`src/rtl/piso_shift_tx.sv`:
```
// piso_shift_tx: parallel-in/serial-out transmitter with valid/ready on both sides
module piso_shift_tx #(
    parameter int WIDTH = 8,
    parameter bit MSB_FIRST = 1'b0
) (
    input  logic             CLK,
    input  logic             RESET,
    input  logic [WIDTH-1:0] I,
    input  logic             I_VALID,
    output logic             I_READY,
    output logic             O,
    output logic             O_VALID,
    input  logic             O_READY,
    output logic             O_LAST
);
    localparam int CW = $clog2(WIDTH);
    typedef enum logic {IDLE, SHIFT} state_t;
    state_t           r_state;
    logic [WIDTH-1:0] r_sr;
    logic [CW-1:0]    r_cnt;
    logic             w_shift;
    logic             w_end;
    assign w_shift = (r_state == SHIFT);
    assign w_end   = w_shift && (r_cnt == '0);
    // O_READY feeds I_READY combinationally so the next word loads on the last beat
    assign I_READY = !RESET && (!w_shift || (w_end && O_READY));
    assign O_VALID = w_shift;
    assign O_LAST  = w_end;
    assign O       = w_shift && (MSB_FIRST ? r_sr[WIDTH-1] : r_sr[0]);
    always_ff @(posedge CLK) begin
        if (RESET) begin
            r_state <= IDLE;
            r_sr    <= '0;
            r_cnt   <= '0;
        end else if (I_VALID && I_READY) begin
            r_state <= SHIFT;
            r_sr    <= I;
            r_cnt   <= CW'(WIDTH - 1);
        end else if (w_shift && O_READY) begin
            if (w_end) begin
                r_state <= IDLE;
            end else begin
                r_sr  <= MSB_FIRST ? {r_sr[WIDTH-2:0], 1'b0} : {1'b0, r_sr[WIDTH-1:1]};
                r_cnt <= r_cnt - 1'b1;
            end
        end
    end
endmodule

```
`config.mk`:
```
export PLATFORM = sky130hd
export DESIGN_NAME = piso_shift_tx
export DESIGN_NICKNAME = d
export VERILOG_FILES = /design/src/rtl/piso_shift_tx.sv
export SDC_FILE = /design/constraint.sdc
export NUM_CORES = 1
export LEC_CHECK = 0
export ABC_AREA = 1
export CORE_MARGIN = 8
export CORE_UTILIZATION = 48
export DETAILED_ROUTE_END_ITERATION = 7
export PLACE_DENSITY = 0.79
export SKIP_CTS_REPAIR_TIMING = 1
export SYNTH_ARGS = -nofsm -noshare
export SYNTH_HDL_FRONTEND = slang
export SYNTH_SLANG_ARGS = --single-unit
```
`constraint.sdc`:
```
create_clock -name CLK -period 1.7 [get_ports CLK]
set_input_delay 0.17 -clock CLK [delete_from_list [all_inputs] [get_ports CLK]]
set_output_delay 0.17 -clock CLK [all_outputs]
set_load 0.1 [all_outputs]
```
==> summary.md <==
| Metric | Value |
|---|---|
| Nets | 129 |
| Cell with the largest stage delay on the worst path | dfxtp_1 |
| Crit-path max FO | 3 |
| Worst slew pin tran | 309 ps |
| CTS clk-pin slew, worst paths | 70 ps |
| Clk_lat worst skew | 280 ps |
| Sequential share of the synthesized area | 0.333 |
| IO Pins | 16 |
| Post-synthesis register bit count | 12 |
| Slew headroom | 0.794 |
| CP Launch Point | r_cnt[1]$_SDFFE_PP0P_ |
| RePlAce Congestion | 0.783 |
| Chip Width | 54.8 um |
| Startpoint Class | register |
| Final setup fails | 0 |
| Worst path max stage delay | 310 ps |
| Initial antenna violation count | 0 |
| Top post-synthesis cells by count | inv_1, nor2_1, dfxtp_1 |
| Yosys warning count | 0 |
| CTS tree | built |
| Minimum clock period | 1640 ps |
| Setup WS pre-CTS | 138 ps |
| Leak | 0.427 nW |
| Antenna cell count | 0 |
| Final Hold Fails | 0 |
| 1st-pass router iterations | 4 |
| Crit-path cells | inv_1 > ha_4 > nand2_2 > o21ai_2 > inv_2 > nor2_4 > buf_12 |
| Reg2reg start | r_cnt[1]$_SDFFE_PP0P_ |
| PwrDens | 792 nW/um^2 |
| CP Class | register to primary output |
| Chip height | 54.8 um |
| Synth top area share | 0.333 |
| CTS Buffer Depth | 2 |
| IO buf count | 15 |
| Worst VDD drop | 0.493 mV |
| Clock Sinks | 12 |
| Synth area leaders | dfxtp_1, nand3_2, inv_1 |
| Drt via density | 5.07 |
| Layout cells sized above 1 | 0.327 |
| First-pass GRT wire length | 2.47 mm |
| Post-DRT Antenna Nets | 0 |
| Cts bufs inserted | 3 |
| Total wire length | 1.63 mm |
| Final Non-Filler Cells | 129 |
| Die area | 3000 um^2 |
| GRT Util Overall | 0.112 |
| Run status | finished clean |
| Main flop type after synthesis | dfxtp_1 |
| CP required | 1530 ps |
| # DRC | 0 |
| Crit path DAT | 1470 ps |
| Post-synth EDFFs | 0 |
| H-Tree Depth | 1 |
| Most common cell in the synthesized netlist | inv_1 |
| Area grow syn2layout | 35.7% |
| Vias in the first global route | 611 |
| Post-synthesis average cell area | 7.68 um^2 |
| WL per Instance | 12.6 um |
| Largest net degree at the start of global routing | 18 |
| Row cnt | 14 |
| Final core utilization | 0.674 |
| Distinct cell type count after synthesis | 22 |
| CTS root buffer | clkbuf_4 |
| Crit share post-route | 0.964 |
| Worst r2r path cells | 9 |
| Netlist Area Pre-Place | 722 um^2 |
| Placed Instances | 125 |
| Dpl hpwl | 1.20 mm |
| Reg2reg setup slack | 230 ps |
| Total number of vias | 654 |
| Total gr overflow | 0 |
| Reg-to-Reg End | r_sr[0]$_SDFFE_PP0P_ |
| Worst Clk Skew | 6.42 ps |
| Worst Setup EP | I_READY |
| Max Freq | 610 MHz |
| Cell count after synthesis | 94 |
| Area leader, netlist | dfxtp_1 |
| Slack of the critical path | 61.8 ps |
| Fin. max-slew vios | 0 |
| Async SR Flop Fraction | 0 |
| Max cap viols | 0 |
| Core area | 1450 um^2 |
| Critical Path End Type | primary output |
| Starting Density | 0.497 |
| Syn Nets | 108 |
| DR iter-0 viols | 5 |
| HP Class | register to register |
## layer usage
layer | vias up | part of all wire | global-route usage
met5 | - | 0 | 0
met4 | 0 | 0.018 | 0.0738
met3 | 4 | 0.021 | 0.0163
met2 | 9 | 0.52 | 0.187
met1 | 301 | 0.44 | 0.129
li1 | 340 | - | -
## cell usage in the layout (no fill, tap or decap), types with 2 or more instances in the layout
cell type,netlist,final
nand3_2,7,7
inv_2,2,4
nand4_1,3,3
nand3_1,5,5
clkbuf_4,0,3
buf_4,0,4
nor2_1,15,13
a21oi_2,4,4
buf_12,0,4
clkdlybuf4s50_1,0,11
inv_1,16,14
nand2_2,3,3
a21oi_1,3,3
nand2_1,10,10
dfxtp_1,12,11
nor2_4,0,2
## registers in the layout, summed over array words and instances (netlist names)
register / flops
r_sr: 8
O_VALID: 1
r_cnt: 3
## worst max-delay path, delay by kind of cell, from the launching register on
| kind | cells | cell delay [ps] |
|---|---|---|
| simple gates | 2 | 180 |
| flops | 1 | 310 |
| buf+inv | 3 | 360 |
| compound gates | 1 | 190 |
| fa+ha+maj | 1 | 150 |
## cell families after synthesis
group,after synthesis,synth area share
compound gates,12,0.114
xor+xnor,1,0.0121
fa+ha+maj,2,0.0347
buf+inv,22,0.154
flops,12,0.333
simple gates,45,0.352
## power breakdown
part	switching [mW]	internal, mW
Sequential	0.0188	0.305
Clock	0.0991	0.0821
Combinational	0.160	0.112
## metrics by stage
step / power (mW) / TNS (ps) / instance area [um^2] / hold slack (ps)
3_3_place_gp: 0.575 / 0 / 933 / 461
5_1_grt: 0.804 / -0.959 / 980 / 492
4_1_cts: 0.761 / -60.8 / 956 / 486
6_report: 0.776 / 0 / 980 / 481
3_5_place_dp: 0.583 / 0 / 933 / 475
2_1_floorplan: 0.502 / 0 / 738 / 302
## worst min path at each step
stage | end | cells after the start | from | slack [ps]
2_1_floorplan | O_VALID$_SDFFE_PP0P_ | 2 | I_VALID | 300
3_3_place_gp | r_sr[7]$_SDFFE_PP0P_ | 2 | r_sr[7]$_SDFFE_PP0P_ | 460
3_5_place_dp | r_sr[3]$_SDFFE_PP0P_ | 2 | r_sr[3]$_SDFFE_PP0P_ | 470
4_1_cts | r_sr[3]$_SDFFE_PP0P_ | 2 | r_sr[3]$_SDFFE_PP0P_ | 490
5_1_grt | r_sr[3]$_SDFFE_PP0P_ | 2 | r_sr[3]$_SDFFE_PP0P_ | 490
6_report | r_sr[4]$_SDFFE_PP0P_ | 2 | r_sr[4]$_SDFFE_PP0P_ | 480
## cell type report
type                       count  area (um^2)
clock buffer                   3         22.5
inverter                      19         73.8
timing repair buffer          19          220
sequential                    12          241
multi-input combinational     60          402
fill                         121          474
tap                           16         20.0
No activity file was read; power rests on OpenSTA's default activity.
